File: src/rtl/proc_pkg.sv
// Shared processor types: branch types, ARM condition codes, NZCV flags and
// the default address width used by the execute-stage branch resolver.
package proc_pkg;

    localparam int PROC_ADDR_W = 64;

    typedef enum logic [2:0] {
        BR_NONE  = 3'd0,
        BR_B     = 3'd1,
        BR_CBZ   = 3'd2,
        BR_CBNZ  = 3'd3,
        BR_BCOND = 3'd4
    } br_type_e;

    typedef enum logic [3:0] {
        COND_EQ = 4'h0,
        COND_NE = 4'h1,
        COND_HS = 4'h2,
        COND_LO = 4'h3,
        COND_MI = 4'h4,
        COND_PL = 4'h5,
        COND_VS = 4'h6,
        COND_VC = 4'h7,
        COND_HI = 4'h8,
        COND_LS = 4'h9,
        COND_GE = 4'hA,
        COND_LT = 4'hB,
        COND_GT = 4'hC,
        COND_LE = 4'hD,
        COND_AL = 4'hE,
        COND_NV = 4'hF
    } cond_e;

    typedef struct packed {
        logic n;
        logic z;
        logic c;
        logic v;
    } flags_t;

    typedef enum logic {
        ST_RUN      = 1'b0,
        ST_REDIRECT = 1'b1
    } bru_state_e;

endpackage

File: src/rtl/cond_eval.sv
// Combinational ARM condition-code evaluator against an NZCV flag set.
// Shared by the EX branch resolver and any future early-branch logic.
module cond_eval
    import proc_pkg::*;
(
    input  cond_e  cond,
    input  flags_t flags,
    output logic   taken
);

    always_comb begin
        // NOTE: every always_comb output gets a default first so no path can infer a latch.
        taken = 1'b0;
        case (cond)
            COND_EQ: taken = flags.z;
            COND_NE: taken = ~flags.z;
            COND_HS: taken = flags.c;
            COND_LO: taken = ~flags.c;
            COND_MI: taken = flags.n;
            COND_PL: taken = ~flags.n;
            COND_VS: taken = flags.v;
            COND_VC: taken = ~flags.v;
            COND_HI: taken = flags.c & ~flags.z;
            COND_LS: taken = ~flags.c | flags.z;
            COND_GE: taken = (flags.n == flags.v);
            COND_LT: taken = (flags.n != flags.v);
            COND_GT: taken = ~flags.z & (flags.n == flags.v);
            COND_LE: taken = flags.z | (flags.n != flags.v);
            COND_AL: taken = 1'b1;
            COND_NV: taken = 1'b1;
            default: taken = 1'b0;
        endcase
    end

endmodule

File: src/rtl/branch_resolve_unit.sv
// Execute-stage branch resolver: NZCV register, branch evaluation, and a
// registered one-cycle redirect/flush. Optional counters under BR_STATS_EN.
module branch_resolve_unit
    import proc_pkg::*;
#(
    parameter int ADDR_W = PROC_ADDR_W
) (
    input  logic              clk,
    input  logic              reset_n,
    input  logic              ex_valid,
    input  logic              ex_set_flags,
    input  logic [2:0]        ex_br_type,
    input  logic [3:0]        ex_cond,
    input  logic [ADDR_W-1:0] ex_br_target,
    input  logic              zero_flag,
    input  logic              alu_neg,
    input  logic              alu_carry,
    input  logic              alu_ovf,
    input  logic              stall,
    output logic [3:0]        flags_q,
    output logic              redirect,
    output logic [ADDR_W-1:0] redirect_pc,
    output logic              flush
`ifdef BR_STATS_EN
    ,
    output logic [31:0]       br_count,
    output logic [31:0]       br_taken_count
`endif
);

    bru_state_e state, state_next;
    flags_t     flags_r;
    logic       accept;
    logic       is_branch;
    logic       br_taken;
    logic       cond_taken;

    // B.cond always sees the registered flags, so an ADDS in the previous
    // cycle is visible without any bypass from the current ALU result.
    cond_eval u_cond_eval (
        .cond  (cond_e'(ex_cond)),
        .flags (flags_r),
        .taken (cond_taken)
    );

    always_comb begin
        accept     = ex_valid & ~stall & (state == ST_RUN);
        is_branch  = 1'b0;
        br_taken   = 1'b0;
        state_next = state;
        redirect   = (state == ST_REDIRECT);
        flush      = (state == ST_REDIRECT);

        case (ex_br_type)
            BR_B: begin
                is_branch = 1'b1;
                br_taken  = 1'b1;
            end
            BR_CBZ: begin
                is_branch = 1'b1;
                br_taken  = zero_flag;
            end
            BR_CBNZ: begin
                is_branch = 1'b1;
                br_taken  = ~zero_flag;
            end
            BR_BCOND: begin
                is_branch = 1'b1;
                br_taken  = cond_taken;
            end
            default: begin
                is_branch = 1'b0;
                br_taken  = 1'b0;
            end
        endcase

        case (state)
            ST_RUN:      if (accept && br_taken) state_next = ST_REDIRECT;
            ST_REDIRECT: if (!stall)             state_next = ST_RUN;
            default:                             state_next = ST_RUN;
        endcase
    end

    // NOTE: sequential state uses non-blocking assignments so every register samples pre-edge values.
    always_ff @(posedge clk or negedge reset_n) begin
        if (!reset_n) begin
            state       <= ST_RUN;
            flags_r     <= '0;
            redirect_pc <= '0;
        end else begin
            state <= state_next;
            if (accept && ex_set_flags) begin
                flags_r <= '{n: alu_neg, z: zero_flag, c: alu_carry, v: alu_ovf};
            end
            if (accept && br_taken) begin
                redirect_pc <= ex_br_target;
            end
        end
    end

    assign flags_q = flags_r;

`ifdef BR_STATS_EN
    // Only accepted branches count; REDIRECT-shadow and stalled slots never do.
    always_ff @(posedge clk or negedge reset_n) begin
        if (!reset_n) begin
            br_count       <= '0;
            br_taken_count <= '0;
        end else if (accept && is_branch) begin
            br_count <= br_count + 32'd1;
            if (br_taken) begin
                br_taken_count <= br_taken_count + 32'd1;
            end
        end
    end
`else
    logic unused_is_branch;
    assign unused_is_branch = is_branch;
`endif

endmodule
File: config.mk
export PLATFORM = sky130hd
export DESIGN_NAME = branch_resolve_unit
export DESIGN_NICKNAME = d
export VERILOG_FILES = /design/src/rtl/proc_pkg.sv /design/src/rtl/cond_eval.sv /design/src/rtl/branch_resolve_unit.sv
export SDC_FILE = /design/constraint.sdc
export NUM_CORES = 1
export LEC_CHECK = 0
export BUFFER_PORTS_ARGS = -buffer_cell sky130_fd_sc_hd__buf_2
export CAP_MARGIN = 30
export CELL_PAD_IN_SITES_DETAIL_PLACEMENT = 1
export CELL_PAD_IN_SITES_GLOBAL_PLACEMENT = 1
export CORE_ASPECT_RATIO = 0.6
export CORE_MARGIN = 1
export CORE_UTILIZATION = 34
export DETAILED_ROUTE_END_ITERATION = 10
export MAX_ROUTING_LAYER = met4
export PLACE_DENSITY_LB_ADDON = 0.1
export SYNTH_ARGS = -nofsm -noshare
export SYNTH_HDL_FRONTEND = slang
export SYNTH_HIERARCHICAL = 1
export SYNTH_SLANG_ARGS = --single-unit
File: constraint.sdc
create_clock -name clk -period 4.3 [get_ports clk]
set_input_delay 0.86 -clock clk [delete_from_list [all_inputs] [get_ports clk]]
set_output_delay 0.86 -clock clk [all_outputs]
set_load 0.005 [all_outputs]
==> metrics.txt <==
design area=around 4100 um2; I/O Buffers=149; CP Launch Type=primary input; RSZ-0062 raised after global routing=no; synthesized cell area=3040 um2; Final Power=2.35 mW; Root Driver=clkbuf_16; switch share=0.266; Req. time, crit path=about 4.5 ns; Worst Path Arrival=~3.4 ns; WL per Instance=16.4 um; worst rel slew slack=0.405; Congestion Overflow GR=0; share of cells above drive strength 1=0.706; core footprint=8590 um2; asr flop ratio synth=1.00; router iterations before antenna repair=4; MaxCap Viol Count=0; CP max FO=43; number of fill cells in the layout=933; I/O pin cnt=150; syn nets=roughly 260; DR DRC count=0; status=finished clean; Detail Route Antenna Nets=0; Int Pwr=1.73 mW; final worst setup slack=about 1.1 ns; Crit. End Element=flop; fin. max-slew vios=0; VDD IR max=~0.00023 V; setup TNS=0 ns; vias in the first global route=between 2000 and 2500; Synth Flop Type=dfrtp_1; Die Y=roughly 75 um; first-pass GRT wire length=~11 mm; sequential share of power=0.423; GR Util met2=0.240; DIE WIDTH=roughly 120 um; Hold Crit Depth=1; fin crit share=0.735; Clock Tree Buf Depth=2; top cells by area, synth=dfrtp_1, mux2_4, mux2_2; total CTS buffers=9; row cnt=26; Clk pwr share=0.288; Worst-path clk slew=~0.060 ns; Total Wirelength=between 7 and 8 mm; placed instance count=approximately 440; highest clock rate=317 MHz; Synth-to-Final Area Change=36.3%; LEAKAGE=roughly 2.2 nW; # hold bufs at CTS=0; Fin Hold WS=0.500 ns; largest net degree at the start of global routing=44; register area share after synthesis=0.569; cell count after synthesis=roughly 180; Die Area=slightly above 9000 um2; Post-CTS Resized=0; Crit Path Class=primary input to flop; PD cells=569 nW/um2; DR iter-0 viols=57; Logic pwr share=0.288; setup bufs post-CTS=0; Placement Setup Slack=around 0.78 ns; area post-placement=roughly 3900 um2; net load switching power=0.625 mW; post-synthesis cell type count=29; Inserted Diodes=0; CTS sink count=69; clk_lat worst skew=approximately 0.32 ns; fin cells=~450; HPWL Detailed=5.42 mm; Initial Util=0.354; fin crit period=roughly 3.2 ns; GRT Util Overall=0.171; yosys warns=6; synthesis-stage register bit count=69; gr busiest metal=met2; Setup Skew=0.00459 ns; nets@finish=slightly above 400; Synth area leader=dfrtp_1; Final GP Congestion=~0.84; Min-Delay Path Class=flop to flop; Final setup viols=0; grt met1 use=0.229; number of flops mapped to enable cells by yosys=0; final core occ=0.482; worst-margin pin slew=0.880 ns; R2R cell count=10; vias per cell=around 4.6; Hold Vio Cnt, Final=0; CTS H-tree depth=3; initial antenna violation count=0; post-synth top area share=0.569; CTS tree=done; grt met3 use=0.0674; Syn Area/Cell=~17 um2; via count=approximately 2000
## cells in the mapped netlist, types with 2 or more instances
master and instances:
dfrtp_1 69, mux2_4 49, mux2_2 19, buf_6 7, nand2_1 5, a21oi_1 4, xnor2_1 4, and3b_1 2
buf_4 2, nor2_1 2, nor2b_1 2
## power groups by stage
stage	logic, mW	clock network [mW]	registers [mW]
finish	0.679	0.678	0.997
global route	0.748	0.728	1.03
CTS	0.692	0.704	1.00
detailed placement	0.689	0	1.00
global placement	0.673	0	1.00
floorplan	0.344	0	1.01
## path summary, 6_finish.rpt
check | start | end | slack [ns]
setup / recovery | ex_cond[0] | redirect_pc[37] | 1.14
hold / removal | redirect_pc[14] | redirect_pc[14] | 0.50
setup reg to reg | flags_q[0] | redirect_pc[37] | 1.40
hold reg to reg | redirect_pc[14] | redirect_pc[14] | 0.50
max in group asynchronous | reset_n | redirect_pc[4] | 2.70
min in group asynchronous | reset_n | redirect_pc[47] | 0.65
## cells by family (layout without fill, tap and decap cells)
kind of cell / Yosys count / count (layout) / synth area share
xor+xnor: 5 / 5 / 0.0144
mux: 68 / 68 / 0.313
flops: 69 / 69 / 0.569
buf+inv: 12 / 169 / 0.0350
simple gates: 17 / 17 / 0.0350
compound gates: 12 / 12 / 0.0342
## registers in the layout, summed over array words and instances (netlist names)
register	flops
flush	1
redirect_pc	64
flags_q	4
## cell usage in the layout, fill, tap and decap left out, drive strengths merged
master / instances
buf: 151
dfrtp: 69
mux2: 68
clkbuf: 12
nand2: 5
a21oi: 4
xnor2: 4
clkinv: 3
nor2: 2
nor2b: 2
and3b: 2
nand2b: 2
inv: 2
a22oi: 2
o21ai: 2
a2111oi: 1
nor4b: 1
clkinvlp: 1
o22ai: 1
a221o: 1
and3: 1
a311oi: 1
and2b: 1
xor2: 1
or4: 1
## worst max-delay path: stages
cell and delay [ns]:
buf_2 0.15, xor2_1 0.18, or4_1 0.40, nand2_1 0.08, a22oi_1 0.06, o21ai_1 0.15, nand2b_4 0.08, a2111oi_4 0.41
nand2_4 0.30, buf_12 0.32, mux2_4 0.33
## layout make-up
cell class | count | area [um2] | area share
flip-flops and latches | 69 | 1730 | 0.417
inverters | 2 | 7.51 | 0.00181
multi-input cells | 102 | 1210 | 0.293
clock inverters | 4 | 22.5 | 0.00544
repair buffers | 151 | 773 | 0.187
clock buffers | 12 | 256 | 0.0620
well taps | 112 | 140 | 0.0339
## per-layer routing
layer | wire length, um | share of wire
met5 | 0 | 0
met4 | 51 | 0.0069
met3 | 632 | 0.085
met2 | 3290 | 0.44
met1 | 3430 | 0.46
(Power assumes the default switching activity.)
